[src/rtl/host_packet_pkg.sv]
// Shared types and constants for the host packet transmit path.
// Latency: n/a (declarations only).
// Backpressure: n/a.
package host_packet_pkg;

    // Serializer states: waiting for a word, or streaming its bytes out.
    typedef enum logic [0:0] {
        IDLE = 1'b0,
        SEND = 1'b1
    } state_e;

    // Position of the byte currently presented on the link (0 = MSB).
    typedef logic [1:0] byte_idx_t;

    localparam int BYTES_PER_WORD = 4;
    localparam int FIRST_BYTE_MSB = 31;

    localparam byte_idx_t LAST_BYTE_IDX = byte_idx_t'(BYTES_PER_WORD - 1);

endpackage

[src/rtl/host_packet_tx_sync_word_fifo.sv]
// Single-clock word FIFO with first-word-fall-through read data.
// Latency: a word written at edge N is readable (empty=0) after N.
// Backpressure: writes dropped while the registered full flag is set.
module sync_word_fifo #(
    parameter int DEPTH = 16,
    parameter int WIDTH = 32
) (
    input  logic                     clk,
    input  logic                     rst,
    input  logic                     wr_en,
    input  logic                     rd_en,
    input  logic [WIDTH-1:0]         din,
    output logic [WIDTH-1:0]         dout,
    output logic                     full,
    output logic                     empty,
    output logic [$clog2(DEPTH):0]   count
);

    localparam int AW = $clog2(DEPTH);
    localparam logic [AW:0] FULL_CNT = (AW + 1)'(DEPTH);

    logic [WIDTH-1:0] mem [DEPTH];
    logic [AW-1:0]    wr_ptr;
    logic [AW-1:0]    rd_ptr;
    logic [AW:0]      count_nxt;
    logic             do_wr;
    logic             do_rd;

    // Full is a register, so a write at a full edge is rejected even if a pop
    // frees a slot on the same edge; empty comes from the registered count,
    // so a freshly written word is never poppable on its own write edge.
    assign do_wr = wr_en && !full;
    assign do_rd = rd_en && !empty;
    assign empty = (count == '0);
    assign dout  = mem[rd_ptr];

    // Next occupancy from the accepted write and pop of this cycle.
    always_comb begin
        count_nxt = count;
        if (do_wr && !do_rd) begin
            count_nxt = count + 1'b1;
        end else if (!do_wr && do_rd) begin
            count_nxt = count - 1'b1;
        end
    end

    // Storage array; contents need no reset because the pointers gate reads.
    always_ff @(posedge clk) begin
        if (do_wr) begin
            mem[wr_ptr] <= din;
        end
    end

    // Pointers (wrap naturally, DEPTH is a power of two), count and full flag.
    always_ff @(posedge clk) begin
        if (!rst) begin
            wr_ptr <= '0;
            rd_ptr <= '0;
            count  <= '0;
            full   <= 1'b0;
        end else begin
            if (do_wr) begin
                wr_ptr <= wr_ptr + 1'b1;
            end
            if (do_rd) begin
                rd_ptr <= rd_ptr + 1'b1;
            end
            count <= count_nxt;
            full  <= (count_nxt == FULL_CNT);
        end
    end

endmodule

[src/rtl/host_packet_tx.sv]
// Buffers 32-bit result packets and serializes them MSB-first onto a byte link.
// Latency: word written at edge N is popped at N+1, first byte valid after N+2.
// Backpressure: tx_ready=0 freezes the byte; full FIFO rejects writes (sticky overflow).
module host_packet_tx
    import host_packet_pkg::*;
#(
    parameter int DEPTH = 16,
    parameter int CNT_W = 16
) (
    input  logic             clk100,
    input  logic             rst,
    input  logic [31:0]      hostPacketFIFOWrite_packet,
    input  logic             hostPacketFIFOWriteEn,
    output logic             hostPacketFIFOWrite_full,
    output logic [7:0]       tx_data,
    output logic             tx_valid,
    input  logic             tx_ready,
    output logic             busy,
    output logic             overflow,
    output logic [CNT_W-1:0] wordsSent
);

    localparam logic [0:0] ST_IDLE = 1'(IDLE);
    localparam logic [0:0] ST_SEND = 1'(SEND);

    logic [31:0]            fifo_dout;
    logic                   fifo_full;
    logic                   fifo_empty;
    logic [$clog2(DEPTH):0] fifo_count;
    logic                   pop;

    logic [0:0]             state;
    logic                   primed;
    logic [31:0]            shreg;
    byte_idx_t              idx;
    logic                   byte_done;
    logic                   last_byte;

    sync_word_fifo #(
        .DEPTH (DEPTH),
        .WIDTH (32)
    ) u_fifo (
        .clk   (clk100),
        .rst   (rst),
        .wr_en (hostPacketFIFOWriteEn),
        .rd_en (pop),
        .din   (hostPacketFIFOWrite_packet),
        .dout  (fifo_dout),
        .full  (fifo_full),
        .empty (fifo_empty),
        .count (fifo_count)
    );

    // A word is popped either from IDLE (then held one cycle in "primed" before
    // the link sees it) or on the handshake of the last byte so words run
    // back-to-back without a bubble.
    assign byte_done = tx_valid && tx_ready;
    assign last_byte = byte_done && (idx == LAST_BYTE_IDX);
    assign pop       = !fifo_empty && (((state == ST_IDLE) && !primed) || last_byte);

    assign hostPacketFIFOWrite_full = fifo_full;
    assign busy    = tx_valid || (fifo_count != '0);
    assign tx_data = tx_valid ? shreg[FIRST_BYTE_MSB -: 8] : 8'h00;

    // Serializer: load a word, then shift it left one byte per accepted beat.
    always_ff @(posedge clk100) begin
        if (!rst) begin
            state     <= ST_IDLE;
            primed    <= 1'b0;
            shreg     <= '0;
            idx       <= '0;
            tx_valid  <= 1'b0;
            wordsSent <= '0;
        end else begin
            case (state)
                ST_IDLE: begin
                    if (primed) begin
                        primed   <= 1'b0;
                        tx_valid <= 1'b1;
                        idx      <= '0;
                        state    <= ST_SEND;
                    end else if (pop) begin
                        shreg  <= fifo_dout;
                        primed <= 1'b1;
                    end
                end
                ST_SEND: begin
                    if (byte_done) begin
                        if (idx != LAST_BYTE_IDX) begin
                            idx   <= idx + 1'b1;
                            shreg <= {shreg[FIRST_BYTE_MSB-8:0], 8'h00};
                        end else begin
                            wordsSent <= wordsSent + 1'b1;
                            if (pop) begin
                                shreg <= fifo_dout;
                                idx   <= '0;
                            end else begin
                                tx_valid <= 1'b0;
                                state    <= ST_IDLE;
                            end
                        end
                    end
                end
                default: begin
                    state    <= ST_IDLE;
                    primed   <= 1'b0;
                    tx_valid <= 1'b0;
                end
            endcase
        end
    end

    // Sticky record of any write attempted while the FIFO was full.
    always_ff @(posedge clk100) begin
        if (!rst) begin
            overflow <= 1'b0;
        end else if (hostPacketFIFOWriteEn && fifo_full) begin
            overflow <= 1'b1;
        end
    end

endmodule
[config.mk]
export PLATFORM = sky130hd
export DESIGN_NAME = host_packet_tx
export DESIGN_NICKNAME = d
export VERILOG_FILES = /design/src/rtl/host_packet_pkg.sv /design/src/rtl/host_packet_tx_sync_word_fifo.sv /design/src/rtl/host_packet_tx.sv
export SDC_FILE = /design/constraint.sdc
export NUM_CORES = 1
export LEC_CHECK = 0
export BUFFER_PORTS_ARGS = -buffer_cell sky130_fd_sc_hd__buf_2
export CAP_MARGIN = 30
export CELL_PAD_IN_SITES_DETAIL_PLACEMENT = 0
export CELL_PAD_IN_SITES_GLOBAL_PLACEMENT = 1
export CORE_MARGIN = 3
export CORE_UTILIZATION = 49
export CTS_BUF_LIST = sky130_fd_sc_hd__clkbuf_16
export DETAILED_ROUTE_END_ITERATION = 7
export PLACE_DENSITY_LB_ADDON = 0.1
export SLEW_MARGIN = 20
export SYNTH_ARGS = -nofsm -noshare
export SYNTH_HDL_FRONTEND = slang
export SYNTH_SLANG_ARGS = --single-unit
[constraint.sdc]
create_clock -name clk100 -period 2.34 [get_ports clk100]
set_clock_uncertainty 0.2 [all_clocks]
set_input_delay 0.234 -clock clk100 [delete_from_list [all_inputs] [get_ports clk100]]
set_output_delay 0.234 -clock clk100 [all_outputs]
set_load 0.1 [all_outputs]
==> results.cfg <==
[status]
status = finished, violations left
violations = setup timing

[logic_synthesis]
netlist_instances = 1134
netlist_top_cells_area = edfxtp_1, mux4_2, dfxtp_1
ys_seq_elements = 584
syn_nets = 1179
synth_edf_count = 512
yosysSeqAreaShare_pct = 75.4
ys_types = 49
async_flop_share_pct = 0
netlist_area_um2 = 22300
yosysWarnings = 0
avgSynthCellArea_um2 = 19.7
netlist.area_leader.share_pct = 68.9
synth_ff_type = edfxtp_1
synth_top_area_cell = edfxtp_1

[timing]
slew_headroom_pct = 38.9
rsz0062_at_grt = yes
drv_slew = 0
setup_viol = 1
final.period_utilization_pct = 102
post-route-min-period_ps = 2390
fin_tns_setup_ps = -50.6
fmax_mhz = 418
setup_ws_ps = -50.6
finalHoldViolations = 0
max_slew.worst_pin.slew_ps = 913

[clocking]
htree_num_levels = 2
clock_sinks = 584
clockBufferDepth = 3
numCtsBuffers = 59
clkSlewWorstSetupHoldPaths_ps = 60
clock_latency_ps = 610
cts-root-buf = clkbuf_16
cts_tree = yes

[floorplanning]
die_area_um2 = 48100
core_um2 = 44600
die_w_um = 219
num_rows = 77
start_util_pct = 50.0
ios = 64
die_height_um = 219

[final_layout]
fill_cells = 3256
fin_util_pct = 59.9
antenna_cells = 0
drive_gt1_share_pct = 29.9
syn_to_final_growth_pct = 19.8
fin_nets = 1383

[grt]
grt_pass1_wl_mm = 77.7
grt.met3_usage_pct = 3.93
use_met2_pct = 36.5
overflow = 0
antenna_found_initial = 0
grt_pass1_vias = 11700
grt_max_degree = 39
met1_usage_pct = 31.7
top_usage_layer = met2
grt_use_total_pct = 22.4

[hold_path]
hold_path_end = overflow
hp-start = hostPacketFIFOWriteEn
hp-class = in -> reg
min_delay_path_depth = 4

[placement]
port_buffers = 63
gp_congestion = 0.762
place_hpwl_mm = 31.2

[drt]
drtIter0Drc = 882
via_per_inst = 5.81
vias = 11500
drt.antenna.violating_nets = 0
drc = 0
wire_per_inst_um = 26.4
totalWireLength_mm = 52.2
first_pass_iters = 5

[critical_path]
cp-end-kind = output pin
required_ps = 1910
r2r_cells = 7
max_stage_delay_ps = 310
critPathLaunchType = flop
cp_max_fo = 5
worstReg2RegEnd = shreg[18]
crit_chain = inv_2 -> ha_4 -> nor4b_4 -> buf_4 -> or2b_1 -> buf_12
crit_arrival_ps = 1960
worst-setup-path-type = reg -> out
crit_path_top_delay_cell = dfxtp_1
regToRegSetupSlack_ps = 40
reg2reg_from = u_fifo.count[1]

[pwr]
p_leak_nw = 9.04
irDropWorstVdd_mv = 0.928
power.density_nw_per_um2 = 975

[job]
drv_cap = 0
==> area by class of cell <==
cell class / count / area (um^2) / share of cell area (%)
multi-input combinational: 478 / 5270 / 19.7
sequential: 584 / 16800 / 63.0
clock inverter: 50 / 304 / 1.14
inverter: 5 / 18.8 / 0.0702
tap: 592 / 741 / 2.77
clock buffer: 61 / 1530 / 5.71
timing repair buffer: 210 / 2040 / 7.62
==> cell usage after synthesis (all sizes together) (2+ instances only) <==
library cell and count:
xor2 15, a311oi 2, nand4 6, nand3 10, and3 25, inv 4, a21oi 34, ha 9
a311o 8, nor2b 7, or3 2, a31oi 2, o21ai 17, xnor2 8, buf 26, nor2 43
a22o 17, edfxtp 512, nand2 22, dfxtp 72, a211oi 3, mux4 128, and2 27, a22oi 48
nor3 4, clkbuf 41, a211o 8, a32oi 8, a21o 8, and4 4
==> worst max-delay path, delay by kind of cell (launching register included) <==
kind | cells | cell delay (ps)
fa+ha+maj | 1 | 150
buf+inv | 3 | 400
flops | 1 | 310
simple gates | 2 | 480
==> power by group <==
part | switching, mW | leakage, nW | internal [mW] | total (mW)
combinational | 2.77 | 2.87 | 2.52 | 5.29
sequential | 0.259 | 5.22 | 11.7 | 12.0
clock | 3.79 | 0.951 | 5.02 | 8.81
==> layer usage <==
layer / wire length (um) / up-vias
li1: - / 5086
met1: 22500 / 6027
met2: 25700 / 320
met3: 2920 / 77
met4: 1100 / 0
met5: 0 / -
==> flip-flops by register name, summed over array words and instances (netlist names), named ones only <==
signal         flops
shreg             32
u_fifo.wr_ptr      4
u_fifo.mem       512
u_fifo.count       5
tx_valid           1
state              1
overflow           1
u_fifo.rd_ptr      4
idx                2
primed             1
u_fifo.full        1
wordsSent         16
==> kinds of logic after synthesis <==
kind of cell             share of synthesized area [%]
buffers and inverters                             1.42
AO/OA/AOI/OAI                                     5.17
AND/OR/NAND/NOR                                   3.66
XOR/XNOR                                         0.903
multiplexers                                      13.0
flip-flops                                        75.4
adder cells (fa/ha/maj)                          0.505
==> through the flow <==
stage | setup slack, ps | area (um^2) | power (mW) | cells | hold slack (ps)
6_report | -50.6 | 26700 | 26.1 | 1980 | 250
5_1_grt | -135 | 26700 | 27.2 | 1980 | 276
2_1_floorplan | 17.2 | 22300 | 15.3 | 1134 | 133
3_3_place_gp | -24.8 | 24300 | 17.1 | 1817 | 239
3_5_place_dp | -39.6 | 24300 | 17.1 | 1818 | 241
4_1_cts | -99.7 | 26600 | 26.2 | 1965 | 216
==> how the worst max path moves through the flow <==
stage	start	endpoint	slack, ps
finish	u_fifo.count[1]	busy	-50
global route	u_fifo.count[0]	busy	-140
CTS	u_fifo.count[1]	busy	-100
detailed placement	flop	shreg[21]	-40
global placement	flop	shreg[21]	-20
floorplan	u_fifo.count[0]	shreg[20]	20
==> placed cells by master, fill, tap and decap left out, drive strengths merged, types with 18 or more instances in the layout <==
cell type and n:
clkbuf 61, clkinv 34, a21oi 34, dlygate4sd3 35
nor2 43, nand2 22, dfxtp 72, mux4 128
and3 25, edfxtp 512, and2 27, buf 174
a22oi 48, inv 18
==> timing repair <==
item	CTS	global route
hold endpoints to repair	532	0
pin swaps	1	1
resized for setup	21	5
setup endpoints to repair	14	13
hold buffers	35	0
cloned	1	0
buffers inserted	0	15
Note: power is estimated with default switching activity, not from simulation.
